`config.mk`:
```
export PLATFORM = sky130hd
export DESIGN_NAME = cpu_core_param
export DESIGN_NICKNAME = d
export VERILOG_FILES = /design/src/rtl/cpu_core_pkg.sv /design/src/rtl/cpu_core_alu.sv /design/src/rtl/cpu_core_param.sv
export SDC_FILE = /design/constraint.sdc
export NUM_CORES = 1
export LEC_CHECK = 0
export CAP_MARGIN = 20
export CORE_MARGIN = 2
export CORE_UTILIZATION = 26
export CTS_CLUSTER_DIAMETER = 150
export DETAILED_ROUTE_END_ITERATION = 6
export GPL_TIMING_DRIVEN = 1
export PLACE_DENSITY_LB_ADDON = 0.08
export SYNTH_ARGS = -nofsm -noshare
export SYNTH_HDL_FRONTEND = slang
export SYNTH_SLANG_ARGS = --single-unit
```
`constraint.sdc`:
```
create_clock -name clk -period 6.85 [get_ports clk]
set_input_delay 1.7125 -clock clk [delete_from_list [all_inputs] [get_ports clk]]
set_output_delay 1.7125 -clock clk [all_outputs]
set_load 0.005 [all_outputs]
```
`src/rtl/cpu_core_pkg.sv`:
```
// Shared types for the parametrised processing core: opcodes, FSM states
// and the highest legal opcode value.
package cpu_core_pkg;

  typedef enum logic [3:0] {
    OP_ADD   = 4'd0,
    OP_SUB   = 4'd1,
    OP_AND   = 4'd2,
    OP_OR    = 4'd3,
    OP_XOR   = 4'd4,
    OP_MUL   = 4'd5,
    OP_SHL   = 4'd6,
    OP_SHR   = 4'd7,
    OP_LOAD  = 4'd8,
    OP_STORE = 4'd9,
    OP_PASSA = 4'd10
  } op_e;

  typedef enum logic [2:0] {
    S_IDLE,
    S_OPND,
    S_EXEC,
    S_MEM,
    S_DONE
  } state_e;

  localparam logic [3:0] OP_LAST_VALID = 4'd10;

endpackage

```
`src/rtl/cpu_core_alu.sv`:
```
// Combinational 2*WIDTH ALU. The multiplier exists only when CPU_CORE_MUL_EN
// is defined; otherwise MUL is reported as an invalid opcode.
module cpu_core_alu
  import cpu_core_pkg::*;
#(
  parameter int WIDTH = 8
) (
  input  logic [2*WIDTH-1:0] a,
  input  logic [2*WIDTH-1:0] b,
  input  op_e                op,
  output logic [2*WIDTH-1:0] value,
  output logic               op_invalid
);

  localparam int SH_W = $clog2(2 * WIDTH);

  // NOTE: every output gets a default first so no path through the case infers a latch.
  always_comb begin
    value      = '0;
    op_invalid = (op > OP_LAST_VALID);
    case (op)
      OP_ADD:   value = a + b;
      OP_SUB:   value = a - b;
      OP_AND:   value = a & b;
      OP_OR:    value = a | b;
      OP_XOR:   value = a ^ b;
      OP_MUL: begin
`ifdef CPU_CORE_MUL_EN
        value = a * b;
`else
        op_invalid = 1'b1;
`endif
      end
      OP_SHL:   value = a << b[SH_W-1:0];
      OP_SHR:   value = a >> b[SH_W-1:0];
      OP_PASSA: value = a;
      default:  value = '0;
    endcase
  end

endmodule

```
`src/rtl/cpu_core_param.sv`:
```
// Parametrised command-driven core: channel mux, operand registers, ALU,
// result register and data memory. Optional multiplier: CPU_CORE_MUL_EN.
module cpu_core_param
  import cpu_core_pkg::*;
#(
  parameter int WIDTH     = 8,
  parameter int NUM_IN    = 4,
  parameter int MEM_DEPTH = 16,
  parameter int SEL_W     = $clog2(NUM_IN),
  parameter int ADDR_W    = $clog2(MEM_DEPTH)
) (
  input  logic                    clk,
  input  logic                    reset,
  input  logic                    cmd_valid,
  output logic                    cpu_rdy,
  input  logic [3:0]              cmd_op,
  input  logic [SEL_W-1:0]        cmd_sel_a,
  input  logic [SEL_W-1:0]        cmd_sel_b,
  input  logic [ADDR_W-1:0]       cmd_addr,
  input  logic [NUM_IN*WIDTH-1:0] din,
  output logic [2*WIDTH-1:0]      result,
  output logic                    result_valid,
  output logic                    zero,
  output logic                    error
);

  localparam logic [ADDR_W:0] DEPTH_L = (ADDR_W + 1)'(MEM_DEPTH);

  state_e               state;
  op_e                  op_q;
  logic [SEL_W-1:0]     sel_a_q, sel_b_q;
  logic [ADDR_W-1:0]    addr_q;
  logic [2*WIDTH-1:0]   opa, opb, rd_data, alu_value;
  logic                 alu_invalid;
  logic [2*WIDTH-1:0]   mem [MEM_DEPTH];

  // Out-of-range selects fall back to channel 0 rather than flagging an error.
  function automatic logic [WIDTH-1:0] chan(input logic [NUM_IN*WIDTH-1:0] bus,
                                            input logic [SEL_W-1:0] sel);
    int idx;
    idx = (int'(sel) < NUM_IN) ? int'(sel) : 0;
    return bus[idx*WIDTH +: WIDTH];
  endfunction

  logic is_load, is_store, addr_bad, exec_error;
  assign is_load    = (op_q == OP_LOAD);
  assign is_store   = (op_q == OP_STORE);
  assign addr_bad   = ({1'b0, addr_q} >= DEPTH_L);
  assign exec_error = alu_invalid || ((is_load || is_store) && addr_bad);

  cpu_core_alu #(.WIDTH(WIDTH)) u_alu (
    .a          (opa),
    .b          (opb),
    .op         (op_q),
    .value      (alu_value),
    .op_invalid (alu_invalid)
  );

  assign cpu_rdy      = (state == S_IDLE);
  assign result_valid = (state == S_DONE);

  // NOTE: sequential state uses non-blocking assignments so every register samples pre-edge values.
  always_ff @(posedge clk or posedge reset) begin
    if (reset) begin
      state   <= S_IDLE;
      op_q    <= OP_ADD;
      sel_a_q <= '0;
      sel_b_q <= '0;
      addr_q  <= '0;
      opa     <= '0;
      opb     <= '0;
      rd_data <= '0;
      result  <= '0;
      zero    <= 1'b1;
      error   <= 1'b0;
    end else begin
      case (state)
        S_IDLE: if (cmd_valid) begin
          op_q    <= op_e'(cmd_op);
          sel_a_q <= cmd_sel_a;
          sel_b_q <= cmd_sel_b;
          addr_q  <= cmd_addr;
          state   <= S_OPND;
        end
        S_OPND: begin
          opa   <= {{WIDTH{1'b0}}, chan(din, sel_a_q)};
          opb   <= {{WIDTH{1'b0}}, chan(din, sel_b_q)};
          state <= S_EXEC;
        end
        S_EXEC: begin
          if (exec_error) begin
            error <= 1'b1;
            zero  <= (result == '0);
            state <= S_DONE;
          end else if (is_load) begin
            rd_data <= mem[addr_q];
            state   <= S_MEM;
          end else begin
            error <= 1'b0;
            if (is_store) begin
              zero <= (result == '0);
            end else begin
              result <= alu_value;
              zero   <= (alu_value == '0);
            end
            state <= S_DONE;
          end
        end
        S_MEM: begin
          result <= rd_data;
          zero   <= (rd_data == '0);
          error  <= 1'b0;
          state  <= S_DONE;
        end
        S_DONE:  state <= S_IDLE;
        default: state <= S_IDLE;
      endcase
    end
  end

  // NOTE: memory contents survive reset, so the array has no reset branch.
  always_ff @(posedge clk) begin
    if (state == S_EXEC && is_store && !exec_error) mem[addr_q] <= result;
  end

endmodule

```
* Yosys cells after proc, flatten, opt, wreduce, memory -nomap -nowiden
Memory sizes are Yosys's and may differ from the RTL's. A register that Yosys moved wholly into a read port is not among the register bits. Cells that the tools add are included.
Storage, ports and cells: register bits 49, memory bits (writable) 256, bits of input ports 47, output and inout bits 20, word-level logic and storage cells 73, memories 1
Memories:
- mem | depth 16, width 16, read ports 1, clocked after Yosys merged registers in 1, wr ports 1, RTL line cpu_core_param.sv:35 | logic [2*WIDTH-1:0] mem [MEM_DEPTH];
Operators by class: add/subtract/negate cells 2, order comparisons 1, equality and inequality tests 19, shifts and indexed selects 4, muxes and demuxes 19, bitwise operators 4, reduce and logical (&&, ||, !) cells 13
Operator list (count):
- case mux 16 bit (8 select lines) | 1
- indexed part select 32 x 6 -> 8 bit | 2
- logical NOT 16 bit | 3
- two-way mux 16 bit | 3
- case mux 16 bit (2 select lines) | 1
- == test 4 x 3 -> 1 bit, second input constant | 4
- left shift 8 x 4 -> 16 bit | 1
- >> shifter 8 x 4 -> 16 bit | 1
- == test 4 bit, second input constant | 3
- case mux 3 bit (4 select lines) | 1
- adder 8 x 8 -> 9 bit | 1
- two-way mux 3 bit | 3
- subtractor 8 x 8 -> 9 bit | 1
- bitwise AND 8 bit | 1
- == test 4 x 2 -> 1 bit, second input constant | 2
- two-way mux 1 bit | 8
- != test 2 bit, second input constant | 4
- OR 8 bit | 1
- XOR 8 bit | 1
- == test 3 x 2 -> 1 bit, second input constant | 2
- == test 4 x 1 -> 1 bit, second input constant | 1
- greater-than comparator 4 bit, second input constant | 1
- logical NOT 4 bit | 1
- case mux 1 bit (2 select lines) | 2
- other kinds (11) | 13

* Depth between registers and ports, before layout
word-level depth 7, mapped depth 12, depth with buffers taken out 12

* Hierarchy
Synthesis repeated with hierarchy kept, for this count alone.
Unflattened totals: cell total of the unflattened synthesis 1127, area, all modules 16487.1 um^2
By module, submodules not included:
- cpu_core_param | times used 1, cells each 639, area an instance 13011.2 um^2, seq. area each 9315.2 um^2
- cpu_core_alu | times used 1, cells each 488, area an instance 3475.8 um^2, seq. area each 0.0 um^2

* Least setup slack after synthesis
OpenSTA, ideal clock, no wires.
path type reg-to-reg, from reg addr_q[1], to mem mem[0][0] (netlist bit), enable pin, setup time 0.409 ns, arrival 2.499 ns, required time 6.441 ns, path slack 3.942 ns, cell stages (with the launch flop) 6, buffers on the path 3, period minus slack after synthesis 2.908 ns, cells stage by stage dfrtp_1 > clkbuf_1 > clkbuf_1 > clkbuf_1 > or3_1 > nor3_1
RTL lines:
- start, declared | RTL line cpu_core_param.sv:32 | logic [ADDR_W-1:0] addr_q;
- start signal, assigned | RTL line cpu_core_param.sv:82 | addr_q <= cmd_addr;
- end, declared | RTL line cpu_core_param.sv:35
No word-level cell before the write port.

* Final worst setup path
from reg result[8], to out result[8]
RTL lines:
- start, declared | RTL line cpu_core_param.sv:21 | output logic [2*WIDTH-1:0] result,
- start signal, assigned | RTL line cpu_core_param.sv:103 | result <= alu_value;
- start signal, assigned | RTL line cpu_core_param.sv:110 | result <= rd_data;
No word-level cell between the ends.

==> flow_summary_export.csv <==
group,metric,value,unit
worst_setup_path,arrival,2060,ps
min_path,min_path_type,"reg -> reg",
sta,rsz0062_at_grt,"no",
worst_setup_path,critPathSlowestCell,"dfrtp_1",
grt,met1_usage,0.211,
clock_network,cts_setup_buffers,0,
grt,grt_usage,0.157,
run_status,outcome,"finished clean",
die,io_pins,67,
sta,skew,24.6,ps
final_layout,post-route-util,0.311,
yosys,synth-edff-count,256,
grt,grt_util_met3,0.0211,
worst_setup_path,worstPathRequired,5140,ps
final_layout,fin_area,0.0179,mm2
placed_design,dp_hpwl,28.4,mm
route,drt_wl_total,46.3,mm
clock_network,ctsHoldBuffers,0,
worst_setup_path,max_stage_delay,850,ps
yosys,synth.net_count,1028,
grt,grt_max_degree,66,
sta,whs,540,ps
worst_setup_path,crit_end,"result[8]",
worst_setup_path,reg2reg_slack,3200,ps
grt,antenna_found_initial,0,
clock_network,cts_tree,"yes",
worst_setup_path,worst-path-stages,1,
route,first_pass_iters,6,
yosys,synth_xor_area_frac,0.00174,
final_layout,layout-drive-gt1-share,0.239,
final_layout,nets,1100,
yosys,ys_seq_area_frac,0.617,
yosys,synth_compound_area_frac,0.0681,
yosys,muxShareOfSynthArea,0.188,
placed_design,placed_cell_area,0.0167,mm2
grt,grt.busiest_layer,"met2",
sta,setup_viol,0,
sta,drv_slew,0,
die,core,0.0576,mm2
worst_setup_path,crit_type,"reg -> out",
worst_setup_path,r2r_end,"zero$_DFFE_PP1P_",
die,start_util,0.262,
worst_setup_path,start_kind,"register",
clock_network,cts_max_level,2,
grt,grt_pass1_vias,9391,
sta,fmax,265,MHz
clock_network,post_cts_resized,0,
power_and_ir_drop,total_power,8.08,mW
placed_design,io_buffer_count,66,
yosys,syn_inst,953,
worst_setup_path,cp_top_family,"flip-flops",
clock_network,numCtsBuffers,39,
worst_setup_path,end_kind,"output port",
route,via_per_inst,4.92,
yosys,synth_top_family_by_area,"multiplexers",
die,die_w,245,um
route,first_iter_violations,699,
worst_setup_path,cp-startpoint,"result[8]$_DFFE_PP0P_",
die,dieArea,0.0600,mm2
grt,grt-ovfl-total,0,
route,wl_per_cell,25.5,um
worst_setup_path,cp_num_buf_inv,1,
die,placement_rows,88,
placed_design,gp_congestion,0.844,
final_layout,fin_cells,1817,
sta,tightest_slew,1120,ps
sta,relSlewSlack,0.243,
placed_design,placed_cells,1748,
route,vias,8932,
power_and_ir_drop,leakagePower,6.09,nW
sta,fin_ws,3070,ps
power_and_ir_drop,power.density,451,mW/mm2
grt,grtUsageMet2,0.263,
route,drc_errors,0,
final_layout,layout_commonest_cell,"edfxtp_1",
worst_setup_path,reg2reg_depth,10,
sta,hold_viol_final,0,
yosys,ys.flop_type,"edfxtp_1",
yosys,synth-simple-area-share,0.0697,
worst_setup_path,path_max_fanout,19,
clock_network,clkSinkCount,321,
yosys,synth_seq_cells,321,
flow_run,cap_violations,0,
route,antenna_left,0,
worst_setup_path,timing.rr.start,"opb[2]$_DFFE_PP0N_",
clock_network,cts.root.buffer_cell,"clkbuf_16",
final_layout,area_delta_synth_final,18.5,%
sta,tns,0,ps
sta,post-route-period-util,0.551,
final_layout,diodes,0,
yosys,yosys_warnings,0,
yosys,synth-adder-area-share,0.0242,
final_layout,final_cell_mix,"256 x edfxtp_1, 101 x mux4_2, 66 x clkdlybuf4s50_1, 63 x nand2_1, 61 x dfrtp_1",
die,die_h,245,um
yosys,synthArstFlopShare,0.202,
clock_network,clock_path_buffers,3,
grt,grt_pass1_wl,68.3,mm
sta,min_period,3780,ps
yosys,synth_area,0.0151,mm2
yosys,synth.distinct_cells,78,
worst_setup_path,crit_chain,"clkdlybuf4s50_1",
yosys,avgSynthCellArea,15.8,um2
placed_design,place_ws,3280,ps
power_and_ir_drop,irDropWorstVdd,0.000210,V
clock_network,clkTransAtPathRegs,50,ps
clock_network,clock_latency,560,ps
-- state kept, by name, summed over array words and instances (netlist names) --
signal	cells
addr_q	4
rd_data	16
mem	256
sel_a_q	2
zero	1
opa	8
op_q	4
opb	8
result	16
sel_b_q	2
error	1
state	3
-- cells by family (layout without fill, tap and decap cells) --
family                   count (synthesis)  after routing
buffers and inverters                   91            190
AND/OR/NAND/NOR                        205            205
adder cells (fa/ha/maj)                 28             28
multiplexers                           152            152
flip-flops                             321            321
AO/OA/AOI/OAI                          153            153
XOR/XNOR                                 3              3
-- metal layers --
layer	vias to the layer above	share of wire
met4	0	0.022
met5	-	0
met3	62	0.033
met2	176	0.49
met1	4743	0.46
li1	3951	-
-- synth_stat cells, types with 4 or more instances --
library cell	n	area share
edfxtp_1	256	0.51
mux4_2	101	0.15
dfrtp_1	64	0.11
nand2_1	63	0.016
o21ai_0	50	0.017
nor2_1	43	0.011
clkbuf_1	31	0.0077
mux2_2	27	0.020
ha_1	26	0.022
a21oi_1	23	0.0076
inv_1	20	0.0050
mux2i_1	20	0.013
nor3_1	15	0.0050
nor4_1	15	0.0062
buf_2	14	0.0046
nor2b_1	13	0.0054
nand4_1	9	0.0037
o22ai_1	9	0.0037
nand2b_1	8	0.0033
nand3_1	7	0.0023
and2_1	6	0.0025
buf_1	6	0.0015
buf_4	6	0.0030
buf_6	6	0.0045
o211ai_1	6	0.0030
a211oi_1	5	0.0025
a221o_1	5	0.0033
a31oi_1	5	0.0021
o21a_1	5	0.0025
a21o_1	4	0.0020
and3_1	4	0.0017
inv_2	4	0.00099
o31ai_1	4	0.0020
-- where the power goes --
group | switching [mW] | leakage [nW] | total [mW] | internal [mW]
sequential | 0.439 | 3.17 | 2.89 | 2.45
combinational | 1.79 | 2.33 | 3.22 | 1.44
clock | 0.828 | 0.588 | 1.96 | 1.13
-- how the worst min path moves through the flow --
stage / depth (start not counted) / slack (ps) / start / endpoint
after floorplan: 1 / 480 / state[2]$_DFFE_PP0P_ / state[0]$_DFFE_PP0P_
after global placement: 1 / 520 / rd_data[12]$_DFFE_PP0P_ / rd_data[12]$_DFFE_PP0P_
after detailed placement: 1 / 530 / rd_data[12]$_DFFE_PP0P_ / rd_data[12]$_DFFE_PP0P_
after CTS: 1 / 550 / rd_data[7]$_DFFE_PP0P_ / rd_data[7]$_DFFE_PP0P_
after global routing: 1 / 570 / rd_data[7]$_DFFE_PP0P_ / rd_data[7]$_DFFE_PP0P_
final: 1 / 540 / rd_data[7]$_DFFE_PP0P_ / rd_data[7]$_DFFE_PP0P_
-- area by class of cell --
type	count	area, um2
well taps	765	957
flip-flops and latches	321	9320
fillers	5695	39700
repair buffers	98	908
multi-input cells	541	5430
inverters	24	91.3
clock buffers	48	1020
clock inverters	20	169
Note: power is estimated with default switching activity, not from simulation.
